<file path="config.mk">
export PLATFORM = sky130hd
export DESIGN_NAME = timeslot_scheduler
export DESIGN_NICKNAME = d
export VERILOG_FILES = /design/src/rtl/timeslot_scheduler_pkg.sv /design/src/rtl/timeslot_scheduler_slot_counter.sv /design/src/rtl/timeslot_scheduler.sv
export SDC_FILE = /design/constraint.sdc
export NUM_CORES = 1
export LEC_CHECK = 0
export ABC_AREA = 1
export BUFFER_PORTS_ARGS = -buffer_cell sky130_fd_sc_hd__buf_2
export CAP_MARGIN = 20
export CORE_UTILIZATION = 52
export DETAILED_ROUTE_END_ITERATION = 6
export GPL_ROUTABILITY_DRIVEN = 0
export MAX_ROUTING_LAYER = met4
export PLACE_DENSITY = 0.79
export SKIP_LAST_GASP = 1
export SYNTH_ARGS = -nofsm -noshare
export SYNTH_HDL_FRONTEND = slang
export SYNTH_SLANG_ARGS = --single-unit
</file>
<file path="constraint.sdc">
create_clock -name clk -period 2.8 [get_ports clk]
set_input_delay 0.56 -clock clk [delete_from_list [all_inputs] [get_ports clk]]
set_output_delay 0.56 -clock clk [all_outputs]
set_load 0.01 [all_outputs]
</file>
<file path="src/rtl/timeslot_scheduler_pkg.sv">
// Shared definitions for the time-slot scheduler: FSM state encodings and
// default geometry used when the scheduler is instantiated without overrides.
package timeslot_scheduler_pkg;

  localparam int DEF_NREQ  = 4;
  localparam int DEF_WIDTH = 4;

  typedef enum logic [1:0] {
    S_IDLE = 2'd0,
    S_RUN  = 2'd1,
    S_DONE = 2'd2
  } state_t;

endpackage

</file>
<file path="src/rtl/timeslot_scheduler_slot_counter.sv">
// Slot length counter: up counter with synchronous clear taking priority
// over enable. The scheduler holds it cleared whenever no slot is running.
module slot_counter
  import timeslot_scheduler_pkg::*;
#(
  parameter int WIDTH = DEF_WIDTH
) (
  input  logic             clk,
  input  logic             rst_n,
  input  logic             clr,
  input  logic             en,
  output logic [WIDTH-1:0] out
);

  // Count register: clear wins over enable so a release never leaves a stale value.
  always_ff @(posedge clk or negedge rst_n) begin
    if (!rst_n)   out <= '0;
    else if (clr) out <= '0;
    else if (en)  out <= out + 1'b1;
  end

endmodule

</file>
<file path="src/rtl/timeslot_scheduler.sv">
// Round-robin time-slot scheduler sharing one slot counter among NREQ
// requesters. A granted requester owns the slot for LEN+1 cycles or until it
// drops its request; the slot then ends with a one-cycle DONE pulse.
//
//   state  | meaning
//   -------+-------------------------------------------------------------
//   S_IDLE | no owner, counter held at 0, pick next requester after LAST
//   S_RUN  | owner holds GRANT, counter advances until terminal or drop
//   S_DONE | DONE pulse on the previous owner's bit, counter cleared
module timeslot_scheduler
  import timeslot_scheduler_pkg::*;
#(
  parameter int NREQ  = DEF_NREQ,
  parameter int WIDTH = DEF_WIDTH
) (
  input  logic                  clk,
  input  logic                  rst_n,
  input  logic [NREQ-1:0]       req,
  input  logic [NREQ*WIDTH-1:0] len,
  output logic [NREQ-1:0]       grant,
  output logic [NREQ-1:0]       done,
  output logic [WIDTH-1:0]      count,
  output logic                  busy
);

  localparam int IW = (NREQ > 1) ? $clog2(NREQ) : 1;
  localparam logic [NREQ-1:0] ONE = NREQ'(1);

  state_t           state_q, state_d;
  logic [NREQ-1:0]  grant_q, grant_d;
  logic [NREQ-1:0]  done_q, done_d;
  logic [IW-1:0]    last_q, last_d;
  logic [IW-1:0]    idx_q, idx_d;
  logic [WIDTH-1:0] l_q, l_d;
  logic [IW-1:0]    pick;
  logic [WIDTH-1:0] len_sel;
  logic             cnt_clr, cnt_en;

  // First requester found scanning last+1, last+2, ... modulo NREQ. Walking
  // the offsets from farthest to nearest lets the nearest hit overwrite.
  function automatic logic [IW-1:0] rr_pick(input logic [NREQ-1:0] r,
                                            input logic [IW-1:0]   last);
    logic [IW-1:0] sel;
    logic [IW-1:0] k;
    sel = last;
    for (int i = NREQ; i >= 1; i--) begin
      k = IW'((int'(last) + i) % NREQ);
      if (r[k]) sel = k;
    end
    return sel;
  endfunction

  assign pick = rr_pick(req, last_q);

  // Length field of the requester that would be granted this cycle.
  always_comb begin
    len_sel = '0;
    for (int i = 0; i < NREQ; i++)
      if (IW'(i) == pick) len_sel = len[i*WIDTH +: WIDTH];
  end

  // Next-state and counter control; the counter is cleared outside RUN.
  always_comb begin
    state_d = state_q;
    grant_d = grant_q;
    done_d  = '0;
    last_d  = last_q;
    idx_d   = idx_q;
    l_d     = l_q;
    cnt_clr = 1'b0;
    cnt_en  = 1'b0;
    unique case (state_q)
      S_IDLE: begin
        cnt_clr = 1'b1;
        if (|req) begin
          idx_d   = pick;
          grant_d = ONE << pick;
          l_d     = len_sel;
          state_d = S_RUN;
        end
      end
      S_RUN: begin
        // Terminal count and owner drop share one release path, so a
        // coincident pair still yields a single DONE pulse.
        if (count == l_q || !req[idx_q]) begin
          grant_d = '0;
          done_d  = ONE << idx_q;
          last_d  = idx_q;
          cnt_clr = 1'b1;
          state_d = S_DONE;
        end else begin
          cnt_en = 1'b1;
        end
      end
      S_DONE: begin
        cnt_clr = 1'b1;
        state_d = S_IDLE;
      end
      default: begin
        cnt_clr = 1'b1;
        grant_d = '0;
        state_d = S_IDLE;
      end
    endcase
  end

  // State and registered outputs; LAST resets so requester 0 is searched first.
  always_ff @(posedge clk or negedge rst_n) begin
    if (!rst_n) begin
      state_q <= S_IDLE;
      grant_q <= '0;
      done_q  <= '0;
      last_q  <= IW'(NREQ - 1);
      idx_q   <= '0;
      l_q     <= '0;
    end else begin
      state_q <= state_d;
      grant_q <= grant_d;
      done_q  <= done_d;
      last_q  <= last_d;
      idx_q   <= idx_d;
      l_q     <= l_d;
    end
  end

  slot_counter #(.WIDTH(WIDTH)) u_slot_counter (
    .clk   (clk),
    .rst_n (rst_n),
    .clr   (cnt_clr),
    .en    (cnt_en),
    .out   (count)
  );

  assign grant = grant_q;
  assign done  = done_q;
  assign busy  = (state_q != S_IDLE);

endmodule

</file>
==> results of run 1 <==
==> registers in the layout, summed over array words and instances, names as in the netlist <==
name                flops
idx_q                   2
l_q                     4
grant                   4
state_q                 2
last_q                  2
done                    4
u_slot_counter.out      4
==> report_power, final <==
part | internal [uW] | switching, uW | total, uW | leakage (uW)
registers | 445 | 104 | 548 | 0.000282
clock network | 55.5 | 90.1 | 146 | 0.0000150
logic | 387 | 689 | 1080 | 0.000559
total | 887 | 883 | 1770 | 0.000856
==> cell usage in the layout (no fill, tap or decap) <==
| master | instances |
|---|---|
| sky130_fd_sc_hd__nand2_1 | 51 |
| sky130_fd_sc_hd__buf_2 | 34 |
| sky130_fd_sc_hd__inv_1 | 26 |
| sky130_fd_sc_hd__dfrtp_1 | 20 |
| sky130_fd_sc_hd__nor2_1 | 19 |
| sky130_fd_sc_hd__nand3_1 | 18 |
| sky130_fd_sc_hd__o21ai_0 | 7 |
| sky130_fd_sc_hd__xnor2_1 | 5 |
| sky130_fd_sc_hd__nand4_1 | 3 |
| sky130_fd_sc_hd__clkbuf_4 | 3 |
| sky130_fd_sc_hd__a21oi_1 | 2 |
| sky130_fd_sc_hd__a22o_1 | 2 |
| sky130_fd_sc_hd__dfstp_2 | 2 |
| sky130_fd_sc_hd__o211ai_1 | 1 |
| sky130_fd_sc_hd__nor3_1 | 1 |
| sky130_fd_sc_hd__inv_4 | 1 |
| sky130_fd_sc_hd__nand2_2 | 1 |
| sky130_fd_sc_hd__nand2_4 | 1 |
| sky130_fd_sc_hd__o21a_1 | 1 |
| sky130_fd_sc_hd__xor2_1 | 1 |
| sky130_fd_sc_hd__o21ai_4 | 1 |
| sky130_fd_sc_hd__nor2_4 | 1 |
| sky130_fd_sc_hd__a31oi_1 | 1 |
| sky130_fd_sc_hd__o31ai_1 | 1 |
| sky130_fd_sc_hd__ha_1 | 1 |
| sky130_fd_sc_hd__clkbuf_1 | 1 |
| sky130_fd_sc_hd__buf_4 | 1 |
==> worst register-to-register path: stages, from the launching register on <==
cell and delay, ns:
sky130_fd_sc_hd__dfstp_2 0.66, sky130_fd_sc_hd__inv_4 0.07, sky130_fd_sc_hd__nand2_1 0.06, sky130_fd_sc_hd__nand2_1 0.08
sky130_fd_sc_hd__nand2_1 0.10, sky130_fd_sc_hd__nand2_1 0.09, sky130_fd_sc_hd__o21ai_4 0.36, sky130_fd_sc_hd__inv_1 0.13
sky130_fd_sc_hd__nor2_1 0.18, sky130_fd_sc_hd__nand2_1 0.08, sky130_fd_sc_hd__nand3_1 0.07, sky130_fd_sc_hd__nand2_1 0.05
sky130_fd_sc_hd__nand2_1 0.07
==> metrics by stage <==
step	std cells	area, um2
after detailed placement	230	1450
after floorplan	171	1270
after global placement	230	1450
after CTS	234	1470
after global routing	234	1470
final	234	1470
==> synthesized netlist by cell type, types with 2 or more instances <==
cell / number
sky130_fd_sc_hd__inv_1: 26
sky130_fd_sc_hd__a21oi_1: 2
sky130_fd_sc_hd__dfrtp_1: 20
sky130_fd_sc_hd__nand4_1: 3
sky130_fd_sc_hd__nand2_1: 51
sky130_fd_sc_hd__nand3_1: 18
sky130_fd_sc_hd__a22o_1: 2
sky130_fd_sc_hd__dfstp_2: 2
sky130_fd_sc_hd__xnor2_1: 5
sky130_fd_sc_hd__o21ai_0: 7
sky130_fd_sc_hd__buf_6: 2
sky130_fd_sc_hd__nor2_1: 19
==> metal layers <==
layer / up-vias / GRT usage
met5: - / -
met2: 52 / 0.388
li1: 603 / -
met3: 5 / 0.0268
met4: 0 / 0.0811
met1: 523 / 0.284
==> kinds of logic after synthesis <==
family / share of synthesized area
AOI/OAI and AO/OA: 0.0850
buffers and inverters: 0.107
xor gates and xnor gates: 0.0415
adders and majority gates: 0.00988
DFF: 0.437
and+or+nand+nor: 0.320
==> how the worst max path moves through the flow <==
stage	to	slack [ns]	depth (start not counted)
after floorplan	l_q[0]$_DFFE_PN0P_	1.12	16
after global placement	l_q[1]$_DFFE_PN0P_	0.86	12
after detailed placement	l_q[1]$_DFFE_PN0P_	0.74	12
after CTS	l_q[1]$_DFFE_PN0P_	0.75	12
after global routing	l_q[1]$_DFFE_PN0P_	0.52	12
final	l_q[1]$_DFFE_PN0P_	0.76	12
==> final cells by class <==
type | count | share of cell area
tap | 28 | 0.0238
inverter | 27 | 0.0705
timing repair buffer | 35 | 0.121
clock buffer | 4 | 0.0178
multi-input combinational | 118 | 0.392
sequential | 22 | 0.375
==> results.cfg, run 1 <==
[synth]
synth.yosys.seq_area_share = 0.437
synth.distinct_cells = 26
ys_dominant_reg_cell = sky130_fd_sc_hd__dfrtp_1
synth.ff_latch_count = 22
yosys.area.top_type = sky130_fd_sc_hd__dfrtp_1
synth-edff-count = 0
syn_nets = 194
yosys_warnings = 0
synth.area.top_cells = sky130_fd_sc_hd__dfrtp_1, sky130_fd_sc_hd__nand2_1, sky130_fd_sc_hd__inv_1
synth.top_cell.area_share = 0.395
synth.cell_area_um2 = 1270
synth_async_sr_flop_share = 1.00
mean_post_synth_cell_area_um2 = 7.40
syn-instance-count = 171

[worst_setup_path]
critPathLaunchType = flop
worst-endpoint-required_ns = 3.05
path_common_cell = sky130_fd_sc_hd__nand2_1
crit-reg2reg-launch = last_q[0]$_DFFE_PN1P_
timing.reg2reg.setup_slack_ns = 0.76
r2r_worst_path_depth = 12
worst-setup-path-type = reg2reg
list_of_cells_traversed_by_the_critical_path = inv_4, nand2_1, nand2_1, nand2_1, nand2_1, o21ai_4, inv_1, nor2_1, nand2_1, nand3_1, nand2_1, nand2_1
worst_setup_path_start = last_q[0]$_DFFE_PN1P_
max_stage_delay_ns = 0.66
timing.critical_path.to_type = flop
crit_buf_inv = 2
reg2reg_to = l_q[1]$_DFFE_PN0P_
crit_path_slowest_cell = sky130_fd_sc_hd__dfstp_2
cp_data_arrival_time_ns = 2.29
crit_family = simple AND/OR/NAND/NOR gates
worstPathMaxFanout = 14

[clock_tree]
postCtsSetupBuffers = 0
cts_root_cell = sky130_fd_sc_hd__clkbuf_4
numCtsBuffers = 3
cts.sinks = 22
worstSkewPairLatency_ns = 0.30
clk_transition_reported_paths_ns = 0.11
cts-root-to-sink-buffers = 2
post_cts_hold_buffer_count = 0
resized_gates_after_cts = 0
ctsHtreeMaxLevel = 1
cts_tree = built

[route]
met2WireLength_mm = 1.21
totalWireLength_mm = 2.52
postRouteAntennaNets = 0
via_per_instance_ratio = 5.06
met3_length_um = 136
route.top_layer_used = met4
detailedRoute.firstPassIterationCount = 4
route.detailed.wl_per_inst_um = 10.8
wl_met1_mm = 1.12
routed-via-count = 1183
detail_route.iter0.violations = 30
drcViolationCount = 0

[timing]
final.period_utilization = 0.730
timing.hold.ws_ns = 0.191
setup_ws_ns = 0.757
setup_viol = 0
post-route-min-period_ns = 2.04
relSlewSlack = 0.662
hold_viol_final = 0
fin_tns_setup_ns = 0
actual_transition_at_the_worst_max_transition_pin_ns = 0.505
skew_ns = 0.00373
final-max-slew-violation-count = 0
rsz0062_at_grt = no
fmax_mhz = 489

[power_and_ir_drop]
vdd_drop_max_mv = 0.775
p_leak_uw = 0.000856
post-layout-total-power_uw = 1770
power.density_nw_per_um2 = 1200

[global_routing]
grt_antenna_before_repair = 0
grtUsageTotal = 0.230
wire_length_of_the_first_global_routing_pass_mm = 4.37
grt_max_degree = 23
vias_in_the_first_global_route = 1069
grt_overflow = 0

[layout]
area.growth.synth_to_final_pct = 16.4
layout-drive-gt1-share = 0.218
numnets_final = 230
utilization = 0.654
register_area_um2 = 553
antenna_cells = 0
multiInputGateArea_um2 = 578
num-fill-cells = 199

[worst_hold_path]
class_of_the_tightest_hold_or_removal_check = in2async

[placement]
buffer_ports.inserted = 34
setup_slack_at_placement_ns = 0.736
post-dp-hpwl_mm = 1.98

[run_status]
outcome = completed

[floorplan]
core_region_area_um2 = 2250
floorplan.initialDensity = 0.562
die-height_um = 51.3
io_count = 35
floorplan.die.width_um = 51.3
design.die.area_um2 = 2640
rows = 17

[job]
cap_violations = 0
Note: power is estimated with default switching activity, not from simulation.
==> inputs of run 2 (changes only) <==
--- a/config.mk
+++ b/config.mk
@@ -8,11 +8,11 @@
 export ABC_AREA = 1
 export BUFFER_PORTS_ARGS = -buffer_cell sky130_fd_sc_hd__buf_2
 export CAP_MARGIN = 20
-export CORE_UTILIZATION = 52
+export CORE_UTILIZATION = 51
 export DETAILED_ROUTE_END_ITERATION = 6
 export GPL_ROUTABILITY_DRIVEN = 0
 export MAX_ROUTING_LAYER = met4
-export PLACE_DENSITY = 0.79
+export PLACE_DENSITY = 0.78
 export SKIP_LAST_GASP = 1
 export SYNTH_ARGS = -nofsm -noshare
 export SYNTH_HDL_FRONTEND = slang
==> constraint.sdc (replaced) <==
create_clock -name clk -period 2.1 [get_ports clk]
set_input_delay 0.42 -clock clk [delete_from_list [all_inputs] [get_ports clk]]
set_output_delay 0.42 -clock clk [all_outputs]
set_load 0.01 [all_outputs]
==> run 2 against run 1 <==
Sequential cell count stayed put. Clock power is 130% higher. Cell area is 5.3% higher. Register-to-register slack worse by 0.64 ns. Global-route usage is 1.9 points higher. Critical path depth stayed put. Worst hold slack worse by 0.16 ns. Non-clock buffer count is 7 higher. Worst setup slack worse by 0.64 ns. Fmax is 3.3% higher. Sequential power is 33% higher.
==> results.cfg, run 2 (same netlist as run 1, synthesis figures left out) <==
[route]
routed-via-count = 1275
totalWireLength_mm = 2.96
drcViolationCount = 0
route.detailed.wl_per_inst_um = 12.3
detail_route.iter0.violations = 47
via_per_instance_ratio = 5.29
postRouteAntennaNets = 0
detailedRoute.firstPassIterationCount = 4

[timing]
final.period_utilization = 0.942
relSlewSlack = 0.680
final-max-slew-violation-count = 0
setup_viol = 0
actual_transition_at_the_worst_max_transition_pin_ns = 0.480
fmax_mhz = 505
hold_viol_final = 0
rsz0062_at_grt = yes
post-route-min-period_ns = 1.98
skew_ns = 0.00360
setup_ws_ns = 0.122

[worst_setup_path]
crit_path_slowest_cell = sky130_fd_sc_hd__dfstp_2
crit_buf_inv = 3
crit_family = flip-flops
worst-setup-path-type = reg2reg
max_stage_delay_ns = 0.63
reg2reg_to = grant[3]$_DFFE_PN0P_
cp_data_arrival_time_ns = 2.21
r2r_worst_path_depth = 12
timing.critical_path.to_type = flop
worstPathMaxFanout = 8
list_of_cells_traversed_by_the_critical_path = buf_4, nand2_1, o21ai_1, nand2_1, nand2_1, inv_1, nand2_1, nand2_1, nand2_4, nor2_4, buf_4, a22o_1
path_common_cell = sky130_fd_sc_hd__nand2_1
crit-reg2reg-launch = last_q[0]$_DFFE_PN1P_
worst-endpoint-required_ns = 2.33
timing.reg2reg.setup_slack_ns = 0.12
critPathLaunchType = flop

[floorplan]
floorplan.die.width_um = 51.8
design.die.area_um2 = 2690
die-height_um = 51.8
core_region_area_um2 = 2280
floorplan.initialDensity = 0.556
io_count = 35
rows = 17

[global_routing]
wire_length_of_the_first_global_routing_pass_mm = 4.71
grt_antenna_before_repair = 0
grt_overflow = 0
grtUsageTotal = 0.249
grt_max_degree = 23
vias_in_the_first_global_route = 1085

[layout]
mostFrequentLayoutCell = sky130_fd_sc_hd__nand2_1
layout.cells.most_common_list = sky130_fd_sc_hd__nand2_1, sky130_fd_sc_hd__buf_2, sky130_fd_sc_hd__inv_1
area.growth.synth_to_final_pct = 22.6
utilization = 0.682
num-fill-cells = 188
layout-drive-gt1-share = 0.249
numnets_final = 237
antenna_cells = 0
register_area_um2 = 553
multiInputGateArea_um2 = 578

[clock_tree]
cts-root-to-sink-buffers = 2
post_cts_hold_buffer_count = 0
cts_root_cell = sky130_fd_sc_hd__clkbuf_4
worstSkewPairLatency_ns = 0.32
ctsHtreeMaxLevel = 1
cts.sinks = 22
cts_tree = built
clk_transition_reported_paths_ns = 0.12
numCtsBuffers = 3

[placement]
buffer_ports.inserted = 34
post-dp-hpwl_mm = 2.14
setup_slack_at_placement_ns = 0.177

[power_and_ir_drop]
power.density_nw_per_um2 = 1760
p_leak_uw = 0.000903
vdd_drop_max_mv = 1.09

[worst_hold_path]
class_of_the_tightest_hold_or_removal_check = in2async

[run_status]
outcome = completed

[job]
cap_violations = 0
[run 2: cell types whose count changed in the layout (fill, tap and decap cells not counted), sizes merged]
cell    change
clkbuf      -1
bufinv      +1
buf         +7
[run 2: timing repair]
action                                  in CTS  in global routing
endpoints found under the hold margin        0                  0
endpoints found under the setup margin       0                  4
gates resized for setup                      0                  3
setup buffers                                0                  7
[run 2: cell type report]
class / instances / share of cell area
Multi-Input combinational cell: 118 / 0.372
Sequential cell: 22 / 0.356
Timing Repair Buffer: 42 / 0.148
Inverter: 27 / 0.0669
Tap cell: 28 / 0.0226
Clock inverter: 1 / 0.0193
Clock buffer: 3 / 0.0145
[run 2: per-layer routing]
layer | vias to the layer above | routed length (um) | part of all wire | global-route usage
met3 | 15 | 171 | 0.058 | 0.0497
met5 | - | 0 | 0 | -
met2 | 65 | 1420 | 0.48 | 0.391
li1 | 619 | - | - | -
met4 | 0 | 106 | 0.036 | 0.149
met1 | 576 | 1270 | 0.43 | 0.293
[run 2: worst register-to-register path, stage by stage, from the launching register on]
cell,delay [ns]
sky130_fd_sc_hd__dfstp_2,0.63
sky130_fd_sc_hd__buf_4,0.16
sky130_fd_sc_hd__nand2_1,0.06
sky130_fd_sc_hd__o21ai_1,0.11
sky130_fd_sc_hd__nand2_1,0.10
sky130_fd_sc_hd__nand2_1,0.08
sky130_fd_sc_hd__inv_1,0.05
sky130_fd_sc_hd__nand2_1,0.06
sky130_fd_sc_hd__nand2_1,0.08
sky130_fd_sc_hd__nand2_4,0.13
sky130_fd_sc_hd__nor2_4,0.08
sky130_fd_sc_hd__buf_4,0.15
sky130_fd_sc_hd__a22o_1,0.20
[run 2: power breakdown]
group | internal (uW) | leakage (uW) | switching [uW]
logic | 665 | 0.000593 | 1000
clock network | 193 | 0.0000279 | 138
registers | 592 | 0.000282 | 137
total | 1450 | 0.000903 | 1280
[run 2: how the worst max path moves through the flow]
stage                                startpoint                    to  slack [ns]  cells after the start
after global placement    last_q[0]$_DFFE_PN1P_    l_q[1]$_DFFE_PN0P_        0.27                     12
after global routing      last_q[0]$_DFFE_PN1P_    l_q[1]$_DFFE_PN0P_       -0.05                     12
after floorplan           last_q[0]$_DFFE_PN1P_    l_q[0]$_DFFE_PN0P_        0.42                     16
final                     last_q[0]$_DFFE_PN1P_  grant[3]$_DFFE_PN0P_        0.12                     12
after detailed placement  last_q[0]$_DFFE_PN1P_    l_q[1]$_DFFE_PN0P_        0.18                     12
after CTS                 last_q[0]$_DFFE_PN1P_    l_q[1]$_DFFE_PN0P_        0.13                     12
[run 2: metrics by stage]
step	hold WS (ns)	setup TNS [ns]	total power [uW]	cell area (um2)	std cells
after floorplan	0.124	0	1900	1270	171
after global routing	0.0696	-0.119	2970	1550	241
after detailed placement	0.412	0	2190	1450	230
final	0.0311	0	2730	1550	241
after CTS	0.0417	0	2550	1500	234
after global placement	0.409	0	2130	1450	230
==> inputs of run 3 (changes only) <==
--- a/config.mk
+++ b/config.mk
@@ -5,10 +5,8 @@
 export SDC_FILE = /design/constraint.sdc
 export NUM_CORES = 1
 export LEC_CHECK = 0
-export ABC_AREA = 1
 export BUFFER_PORTS_ARGS = -buffer_cell sky130_fd_sc_hd__buf_2
-export CAP_MARGIN = 20
-export CORE_UTILIZATION = 51
+export CORE_UTILIZATION = 50
 export DETAILED_ROUTE_END_ITERATION = 6
 export GPL_ROUTABILITY_DRIVEN = 0
 export MAX_ROUTING_LAYER = met4
==> run 3 against run 2 <==
Cell count shrank 29%. Sequential cell count is the same. Worst hold slack improved by 0.033 ns. Fmax grew 6.5%. First-iteration DRC count decreased by 66%. Sequential power increased by 3.0%.
==> results.cfg, run 3 <==
[run_status]
outcome = completed

[layout]
area.growth.synth_to_final_pct = 20.3
antenna_cells = 0
numnets_final = 167
num-fill-cells = 185
layout-drive-gt1-share = 0.336
layout.cells.most_common_list = sky130_fd_sc_hd__buf_2, sky130_fd_sc_hd__dfrtp_1, sky130_fd_sc_hd__nor2_1
mostFrequentLayoutCell = sky130_fd_sc_hd__buf_2

[floorplan]
die-height_um = 49.9
design.die.area_um2 = 2490
io_count = 35
floorplan.die.width_um = 49.9
floorplan.initialDensity = 0.557
rows = 16
core_region_area_um2 = 2060

[job]
cap_violations = 0

[timing]
skew_ns = 0.00144
post-route-min-period_ns = 1.86
final.period_utilization = 0.885
final-max-slew-violation-count = 0
actual_transition_at_the_worst_max_transition_pin_ns = 0.579
fmax_mhz = 538
relSlewSlack = 0.610
fin_tns_setup_ns = 0
rsz0062_at_grt = no
setup_viol = 0
setup_ws_ns = 0.242
hold_viol_final = 0

[route]
detail_route.iter0.violations = 16
route.detailed.wl_per_inst_um = 14.4
detailedRoute.firstPassIterationCount = 4
drcViolationCount = 0
routed-via-count = 952
postRouteAntennaNets = 0
totalWireLength_mm = 2.45
via_per_instance_ratio = 5.60

[global_routing]
wire_length_of_the_first_global_routing_pass_mm = 4.28
grt_overflow = 0
grt_antenna_before_repair = 0
vias_in_the_first_global_route = 963
grtUsageTotal = 0.228
grt_max_degree = 23

[synth]
mean_post_synth_cell_area_um2 = 10.7
netlist_top_cells_count = sky130_fd_sc_hd__dfrtp_1, sky130_fd_sc_hd__nor2_1, sky130_fd_sc_hd__nand2_1, sky130_fd_sc_hd__inv_1, sky130_fd_sc_hd__xor2_1
synth.ff_latch_count = 22
syn-instance-count = 107
yosys_warnings = 0
synth.top_cell.area_share = 0.436
synth_most_common_cell = sky130_fd_sc_hd__dfrtp_1
synth.cell_area_um2 = 1150
synth.area.top_cells = sky130_fd_sc_hd__dfrtp_1, sky130_fd_sc_hd__dfstp_2, sky130_fd_sc_hd__xor2_1
yosys.area.top_type = sky130_fd_sc_hd__dfrtp_1
ys_dominant_reg_cell = sky130_fd_sc_hd__dfrtp_1
synth-edff-count = 0
syn_nets = 130
synth_async_sr_flop_share = 1.00
synth.yosys.seq_area_share = 0.481
synth.distinct_cells = 41

[power_and_ir_drop]
vdd_drop_max_mv = 0.762
post-layout-total-power_uw = 1850
p_leak_uw = 0.000719
power.density_nw_per_um2 = 1340

[clock_tree]
cts-root-to-sink-buffers = 2
worstSkewPairLatency_ns = 0.29
post_cts_hold_buffer_count = 0
clk_transition_reported_paths_ns = 0.12
cts_tree = built
resized_gates_after_cts = 0
postCtsSetupBuffers = 0
ctsHtreeMaxLevel = 1
cts_root_cell = sky130_fd_sc_hd__clkbuf_4
cts.sinks = 22
numCtsBuffers = 3

[worst_setup_path]
worst-endpoint-required_ns = 2.32
timing.critical_path.to_type = flop
worst-setup-path-type = reg2reg
worstPathMaxFanout = 6
critPathLaunchType = flop
cp_data_arrival_time_ns = 2.08

[placement]
buffer_ports.inserted = 34
post-dp-hpwl_mm = 1.97
setup_slack_at_placement_ns = 0.253

[worst_hold_path]
class_of_the_tightest_hold_or_removal_check = in2async
run 3: cell count changes after synthesis, sizes merged, moves of 5 or more:
cell,delta
nand2,-47
nand3,-17
inv,-22
and3,+5
nor2,-9
run 3: through the flow:
step	util	instances	hold WS, ns	instance area [um2]
floorplan	-	107	0.124	1150
finish	0.670	170	0.0637	1380
global route	0.670	170	0.0851	1380
CTS	0.670	170	0.0777	1380
global placement	0.652	166	0.398	1350
detailed placement	0.652	166	0.407	1350
run 3: cells by family (layout without fill, tap and decap cells):
kind of cell,after synthesis,after routing,synth area share
buffers and inverters,7,43,0.0229
XOR/XNOR,6,6,0.0458
adder cells (fa/ha/maj),1,1,0.0109
AO/OA/AOI/OAI,32,32,0.208
AND/OR/NAND/NOR,36,36,0.182
flip-flops,22,22,0.481
multiplexers,3,3,0.0490
run 3: critical path, stage by stage (launching register included):
cell and delay (ns):
sky130_fd_sc_hd__dfstp_2 0.58, sky130_fd_sc_hd__nand2b_1 0.18, sky130_fd_sc_hd__o21ai_0 0.15, sky130_fd_sc_hd__a211oi_1 0.49, sky130_fd_sc_hd__o21ai_0 0.18, sky130_fd_sc_hd__a31oi_1 0.20
run 3: layer usage:
metal / up-vias / global-route usage / part of all wire
li1: 462 / - / -
met1: 463 / 0.302 / 0.46
met2: 25 / 0.383 / 0.51
met3: 2 / 0.0123 / 0.027
met4: 0 / 0.0571 / 0.0049
met5: - / - / 0
run 3: final timing paths:
check	start	end	depth (start not counted)	slack (ns)
setup / recovery	last_q[0]$_DFFE_PN1P_	l_q[1]$_DFFE_PN0P_	5	0.24
hold / removal	rst_n	done[0]$_DFF_PN0_	1	0.06
setup reg to reg	last_q[0]$_DFFE_PN1P_	l_q[1]$_DFFE_PN0P_	5	0.24
hold reg to reg	grant[1]$_DFFE_PN0P_	grant[1]$_DFFE_PN0P_	1	0.51
max in group asynchronous	rst_n	last_q[0]$_DFFE_PN1P_	1	1.69
min in group clk	len[7]	l_q[3]$_DFFE_PN0P_	3	0.43
run 3: area by class of cell:
class                      count  area [um2]  area share
multi-input combinational     78         569       0.412
sequential                    22         553       0.400
timing repair buffer          34         170       0.123
clock buffer                   4        36.3      0.0263
tap                           27        33.8      0.0245
inverter                       5        18.8      0.0136
run 3: power breakdown:
part,internal [uW],switching (uW)
sequential,590,161
clock,106,122
combinational,408,466
